**src/rtl/reorder_buffer.sv**
```systemverilog
// reorder_buffer: in-order retirement queue fed by dispatch and the CDB.
// It retires at most one done head entry per cycle and serves operand tag lookups.
module reorder_buffer #(
    parameter int DEPTH = 16,
    localparam int TAG_W = $clog2(DEPTH)
) (
    input  logic             clk,
    input  logic             reset,
    input  logic             flush,
    input  logic             alloc_valid,
    input  logic [4:0]       alloc_rd,
    input  logic             alloc_reg_write,
    output logic             alloc_ready,
    output logic [TAG_W-1:0] alloc_tag,
    input  logic             cdb_valid,
    input  logic [TAG_W-1:0] cdb_tag,
    input  logic [31:0]      cdb_data,
    input  logic [TAG_W-1:0] q_tag,
    output logic             q_ready,
    output logic [31:0]      q_data,
    output logic             commit_valid,
    output logic [TAG_W-1:0] commit_tag,
    output logic [4:0]       commit_rd,
    output logic             commit_reg_write,
    output logic [31:0]      commit_data,
    output logic [TAG_W:0]   count
);
    logic [DEPTH-1:0] valid_q, valid_d, done_q, done_d, rw_q, rw_d;
    logic [4:0]       rd_q   [DEPTH];
    logic [4:0]       rd_d   [DEPTH];
    logic [31:0]      data_q [DEPTH];
    logic [31:0]      data_d [DEPTH];
    logic [TAG_W-1:0] head_q, head_d, tail_q, tail_d;
    logic [TAG_W:0]   count_q, count_d;
    logic             alloc_fire, cdb_fire, q_hit;

    // alloc_ready looks only at occupancy, so a full ROB refuses even while committing
    assign alloc_ready      = count_q != (TAG_W+1)'(DEPTH);
    assign alloc_tag        = tail_q;
    assign alloc_fire       = alloc_valid & alloc_ready & ~flush;
    assign cdb_fire         = cdb_valid & valid_q[cdb_tag] & ~flush;
    assign commit_valid     = valid_q[head_q] & done_q[head_q] & ~flush;
    assign commit_tag       = commit_valid ? head_q : '0;
    assign commit_rd        = commit_valid ? rd_q[head_q] : '0;
    assign commit_reg_write = commit_valid & rw_q[head_q] & (rd_q[head_q] != 5'd0);
    assign commit_data      = commit_valid ? data_q[head_q] : '0;
    assign q_hit            = cdb_valid & (cdb_tag == q_tag);
    assign q_ready          = valid_q[q_tag] & (done_q[q_tag] | q_hit);
    assign q_data           = !q_ready ? '0 : q_hit ? cdb_data : data_q[q_tag];
    assign count            = count_q;

    always_comb begin
        valid_d = valid_q;
        done_d  = done_q;
        rw_d    = rw_q;
        rd_d    = rd_q;
        data_d  = data_q;
        head_d  = head_q;
        tail_d  = tail_q;
        count_d = count_q + (TAG_W+1)'(alloc_fire) - (TAG_W+1)'(commit_valid);
        if (cdb_fire) begin
            done_d[cdb_tag] = 1'b1;
            data_d[cdb_tag] = cdb_data;
        end
        if (commit_valid) begin
            valid_d[head_q] = 1'b0;
            head_d          = head_q + TAG_W'(1);
        end
        if (alloc_fire) begin
            valid_d[tail_q] = 1'b1;
            done_d[tail_q]  = 1'b0;
            rw_d[tail_q]    = alloc_reg_write;
            rd_d[tail_q]    = alloc_rd;
            data_d[tail_q]  = '0;
            tail_d          = tail_q + TAG_W'(1);
        end
        if (flush) begin
            valid_d = '0;
            done_d  = '0;
            head_d  = '0;
            tail_d  = '0;
            count_d = '0;
        end
    end

    always_ff @(posedge clk or negedge reset) begin
        if (!reset) begin
            valid_q <= '0;
            done_q  <= '0;
            rw_q    <= '0;
            rd_q    <= '{default: '0};
            data_q  <= '{default: '0};
            head_q  <= '0;
            tail_q  <= '0;
            count_q <= '0;
        end else begin
            valid_q <= valid_d;
            done_q  <= done_d;
            rw_q    <= rw_d;
            rd_q    <= rd_d;
            data_q  <= data_d;
            head_q  <= head_d;
            tail_q  <= tail_d;
            count_q <= count_d;
        end
    end
endmodule

```
**config.mk**
```make
export PLATFORM = sky130hd
export DESIGN_NAME = reorder_buffer
export DESIGN_NICKNAME = d
export VERILOG_FILES = /design/src/rtl/reorder_buffer.sv
export SDC_FILE = /design/constraint.sdc
export NUM_CORES = 2
export LEC_CHECK = 0
export ABC_AREA = 1
export CAP_MARGIN = 20
export CORE_MARGIN = 3
export CORE_UTILIZATION = 45
export CTS_BUF_LIST = sky130_fd_sc_hd__clkbuf_4
export DETAILED_ROUTE_END_ITERATION = 12
export RECOVER_POWER = 100
export SETUP_SLACK_MARGIN = 0.15
export SKIP_CTS_REPAIR_TIMING = 1
export SYNTH_ARGS = -nofsm -noshare
export SYNTH_HDL_FRONTEND = slang
export SYNTH_SLANG_ARGS = --single-unit
export TNS_END_PERCENT = 5
```
**constraint.sdc**
```tcl
create_clock -name clk -period 3.21 [get_ports clk]
set_clock_uncertainty 0.2 [all_clocks]
set_input_delay 0.8025 -clock clk [delete_from_list [all_inputs] [get_ports clk]]
set_output_delay 0.8025 -clock clk [all_outputs]
set_load 0.01 [all_outputs]
```
# Word level (Yosys, flattened, before mapping)
# Index checks and enable logic that the tools add are counted.
# totals
mem_bits_rw,0
wordCells,143
mem_bits_ro,0
reg_bits,653
n_memories,0
out_inout_bits,86
in_bits,51
latch_bits,0
# op_classes
add_sub_neg,4
order_cmp,13
n_reduce_logical,8
eq_ne,2
n_bitwise,24
shift,0
mul,0
div_mod_pow,0
n_mux,54
# op_table
op,count
two-way mux 512 bit,2
AND 512 bit,1
bitwise mux 512 bit,1
inverter 512 bit,1
two-way mux 32 bit,9
binary-select mux 32 bit (select 4 bit),2
demux 32 bit (select 4 bit),2
two-way mux 16 bit,6
bitwise mux 80 bit,1
AND 16 bit,2
inverter 16 bit,2
bitwise OR 16 bit,2
two-way mux 5 bit,5
binary-select mux 1 bit (select 4 bit),6
binary-select mux 5 bit (select 4 bit),1
demux 5 bit (select 4 bit),1
"greater-or-equal comparator 5 bit, second input constant",4
"< comparator 4 x 5 -> 1 bit, second input constant",4
two-way mux 4 bit,5
inverter 4 -> 5 bit,4
bitwise mux 16 bit,1
demux 1 bit (select 4 bit),3
"greater-or-equal comparator 4 x 1 -> 1 bit, second input constant",3
AND 1 bit,10
12 further kinds,27

# Logic depth before layout (Yosys ltp)
# logic_depth
depth_word,10
mapped_depth,20
ltp_nobuf,19

# Least setup slack after synthesis
# No wires, ideal clock.
# synth_path
kind,in2out
start,input port q_tag[3]
end,output port q_data[10]
path_slack_ps,-31
cell_stages,11
path_buffers,3
required_ps,2207
arrival_time_ps,2239
path_cell_list,buf_2 clkinv_1 a211oi_1 nand3_1 a21oi_1 inv_1 nand2_1 buf_2 buf_2 nand2_1 inv_1
# synth_via
elab_chain_len,6
word_cells_on_any_way,14
cone_classes,1 x eq/ne; 9 x mux; 4 x bitwise
# synth_lines
element,line_no,source
from (decl),18,"input logic [TAG_W-1:0] q_tag,"
inverter 4 -> 5 bit (implied by the code),49,assign q_data = !q_ready ? '0 : q_hit ? cdb_data : data_q[q_tag];
binary-select mux 32 bit (select 4 bit),49,
two-way mux 32 bit (implied by the code) (2 in series),49,
two-way mux 32 bit,49,
two-way mux 32 bit (*),49,
to (decl),20,"output logic [31:0] q_data,"
# Mark *: on every way between the ends. The rest lies on a longest branch, timed or not. The select of a mux whose other input is x is not followed.

# Final worst setup path
# layout_path
start,register head_q[0]
end,output port commit_data[21]
# layout_via
elab_chain_len,5
word_cells_on_any_way,11
cone_classes,8 x mux; 3 x bitwise
# layout_lines
element,line_no,source
from (decl),33,"logic [TAG_W-1:0] head_q, head_d, tail_q, tail_d;"
from (signal assigned),93,head_q <= '0;
from (signal assigned),102,head_q <= head_d;
binary-select mux 1 bit (select 4 bit) or inverter 4 -> 5 bit (tied branches),"42, 46",
two-way mux 1 bit (implied by the code) or binary-select mux 32 bit (select 4 bit) (tied branches),"42, 46",
AND 1 bit or two-way mux 32 bit (tied branches) (2 in series),"42, 46",
two-way mux 32 bit (*),46,assign commit_data = commit_valid ? data_q[head_q] : '0;
to (decl),25,"output logic [31:0] commit_data,"
# Marks and branches as above.

==> key figures <==
Global routing
  • Largest net degree at the start of global routing: slightly above 80
  • GR Overflow Total: 0
  • GRT Resource Usage Total: between 30% and 40%
  • Met3 usage: under 10%
  • GR peak layer: met2
  • Number of global-route vias before repair: between 30000 and 40000
  • Initial antenna violation count: 6
  • Global-route wire length before repair: between 200000 and 250000 microns
  • Met1 global-route usage: a little under half
  • Met2 Usage GRT: about 55%

Floorplan
  • Core Rows: approximately 110
  • Die Width: 305 microns
  • Die Ht: a little over 300 microns
  • Starting Density: between 40% and 50%
  • Die area: 92900 sq um
  • IO Count: roughly 140
  • Core Box Area: around 90000 sq um

Placement
  • Dpl cell area: between 40000 and 50000 sq um
  • Post-DP HPWL: 103000 microns
  • Cells after DPL: roughly 7400
  • Gp weighted congestion: between 0.9 and 1
  • Port bufs: 136
  • Placement Setup Slack: -0.950 ns

Run status
  • Failing checks: max-capacitance violations, max-slew violations, negative setup slack
  • Status: finished with violations

Layout
  • FILL cells: approximately 8700
  • Commonest non-fill, non-tap cell in the layout: nand2_1
  • Post-route cell area: about 48000 sq um
  • Fraction of final layout cells with drive strength greater than 1: between 10% and 20%
  • Most frequent cells in the layout: nand2_1, nor2_1, o21ai_0
  • Area Overhead vs Synth: 18.7%
  • Nets: about 6500
  • Final Non-Filler Cells: roughly 7700
  • Utilization after layout: a little over half

Logic synthesis
  • Post-synthesis sequential area ratio: 40.7%
  • FF+latch count, synth: between 600 and 700
  • Synthesized area per cell: roughly 6.5 sq um
  • Cells after synthesis: approximately 6200
  • Synth unique cells: 33
  • Synth warn: 0
  • Main flop type after synthesis: dfrtp_1
  • Post-Syn Area: 40200 sq um
  • EDFF count, synth: 0
  • Asr flop ratio synth: 100%
  • Post-Syn Nets: 6233

Clock tree
  • CTS tree: built
  • CTS sink count: roughly 650
  • Root Buffer: clkbuf_4
  • CTS Buf Count: about 180
  • H-tree Lvls: 4
  • CTS clk-pin slew, worst paths: 0.07 ns
  • Longest Clk Path Bufs: 3
  • Clk_lat worst skew: ~1.1 ns

Setup path
  • Crit path launch type: register
  • Reg-to-Reg End: count[4]
  • Crit path kind: reg2out
  • Worst-path maximum fanout: 5
  • Crit end category: primary output
  • FF-to-FF path depth: 21
  • Max stage delay on crit path: roughly 0.53 ns
  • Crit path cell chain: buf_6, clkbuf_16, nand2_4, nand3_2, nand2_2, nand2_2, nand2_2, nor2_4, nor2_4, inv_2, nor2_4, clkinv_4, clkbuf_16, nor3_1, buf_4, clkbuf_2
  • Critical path required time: between 2 and 2.5 ns
  • RR Startpoint: head_q[0]
  • Crit path DAT: between 3 and 4 ns
  • Worst path slowest cell: dfrtp_4
  • Register-to-register setup slack: -0.19 ns

Pwr
  • Maximum VDD drop: roughly 0.00032 V
  • Pwr per Cell Area: ~460 nW/um^2
  • Total chip power: between 20 and 25 mW
  • Pleak: around 27 nW

Routing
  • Drt via density: around 5.5
  • Starting DRT DRC Count: about 4700
  • Total number of vias: ~42000
  • Drt first pass iters: 8
  • Avg WL per Cell: roughly 21 microns
  • ANT nets after route: 0
  • DRC violations left: 0
  • Final WL: between 150000 and 200000 microns

Worst hold path
  • Hold EP: alloc_tag[2]
  • Hold Path Stages: 3
  • Min-delay worst type: in2reg
  • Hold path start: alloc_valid

STA
  • Worst-Margin Slew: about 1.6 ns
  • Slew margin rel.: -6.90%
  • Pins Over Slew Limit: slightly above 50
  • Final worst path period share: 140%
  • Period minus WS final: roughly 4.5 ns
  • Final Setup Violations: 94
  • Final Hold Vio Count: 0
  • Slack of the critical path: -1.30 ns
  • Fmax: about 0.22 GHz
  • Unrepaired setup endpoints after global routing: yes

Job
  • Max cap viols: 1
[synthesized netlist by cell type (23+ instances only)]
cell / count / area share, %
clkbuf_1: 282 / 2.6
buf_6: 23 / 0.64
inv_1: 610 / 5.7
a22o_1: 64 / 1.4
buf_2: 140 / 1.7
dfrtp_1: 653 / 41
o211ai_1: 43 / 0.80
a21oi_1: 421 / 5.2
nor2_1: 1357 / 13
buf_1: 49 / 0.46
o21ai_0: 794 / 9.9
nand2_1: 1404 / 13
nand3_1: 187 / 2.3
[worst max-delay path: cells and delay by family, from the launching register on]
family                 cells  cell delay, ns
flip-flops                 1            0.53
buffers and inverters      7            1.06
AND/OR/NAND/NOR            9            0.79
[power by group]
part | leakage, nW | total (mW) | switching, mW | internal (mW)
Clock | 1.35 | 7.76 | 3.81 | 3.95
Sequential | 7.01 | 9.80 | 0.501 | 9.30
Combinational | 18.4 | 4.36 | 2.82 | 1.54
[registers in the layout, summed over array words and instances, names as in the netlist]
signal,cells
alloc_tag,4
rw_q,16
head_q,4
rd_q,80
done_q,16
data_q,512
count,5
valid_q,16
[worst max-delay path by stage]
stage	start	end	slack, ns	depth (start not counted)
floorplan	q_tag[2]	q_data[10]	0.13	11
global placement	cdb_tag[2]	q_data[11]	-0.93	11
detailed placement	cdb_tag[2]	q_data[21]	-0.95	11
CTS	head_q[0]	commit_data[27]	-1.74	15
global route	head_q[0]	commit_data[6]	-1.50	17
finish	head_q[0]	commit_data[21]	-1.30	16
[logic make-up (layout without fill, tap and decap cells)]
family / after synthesis / count (layout) / share of synthesized area, %
adder cells (fa/ha/maj): 15 / 15 / 0.486
other: 0 / 9 / 0
AND/OR/NAND/NOR: 3020 / 3020 / 29.5
buffers and inverters: 1127 / 1524 / 11.5
XOR/XNOR: 4 / 4 / 0.0872
flip-flops: 653 / 653 / 40.7
AO/OA/AOI/OAI: 1348 / 1348 / 17.7
[layer usage]
layer / vias to the layer above / wire length, microns
met5: - / 13
met4: 2 / 7090
met3: 465 / 16200
met2: 2137 / 72700
met1: 19800 / 66900
li1: 20000 / -
[cell type report]
type                    count  area [sq um]  share of cell area (%)
flip-flops and latches    653         16300                    34.2
well taps                1155          1450                    3.03
repair buffers            593          5730                    12.0
diodes                      9          22.5                  0.0472
clock buffers             269          2020                    4.23
multi-input cells        4387         19600                    41.0
clock inverters            40           213                   0.446
inverters                 622          2360                    4.96
[per-stage QoR]
step	TNS, ns	hold slack [ns]
after floorplan	0	0.248
after global placement	-104.72	0.261
after detailed placement	-108.92	0.268
after CTS	-106.79	-0.583
after global routing	-92.61	0.135
final	-71.80	0.205
No activity file was read; power rests on OpenSTA's default activity.
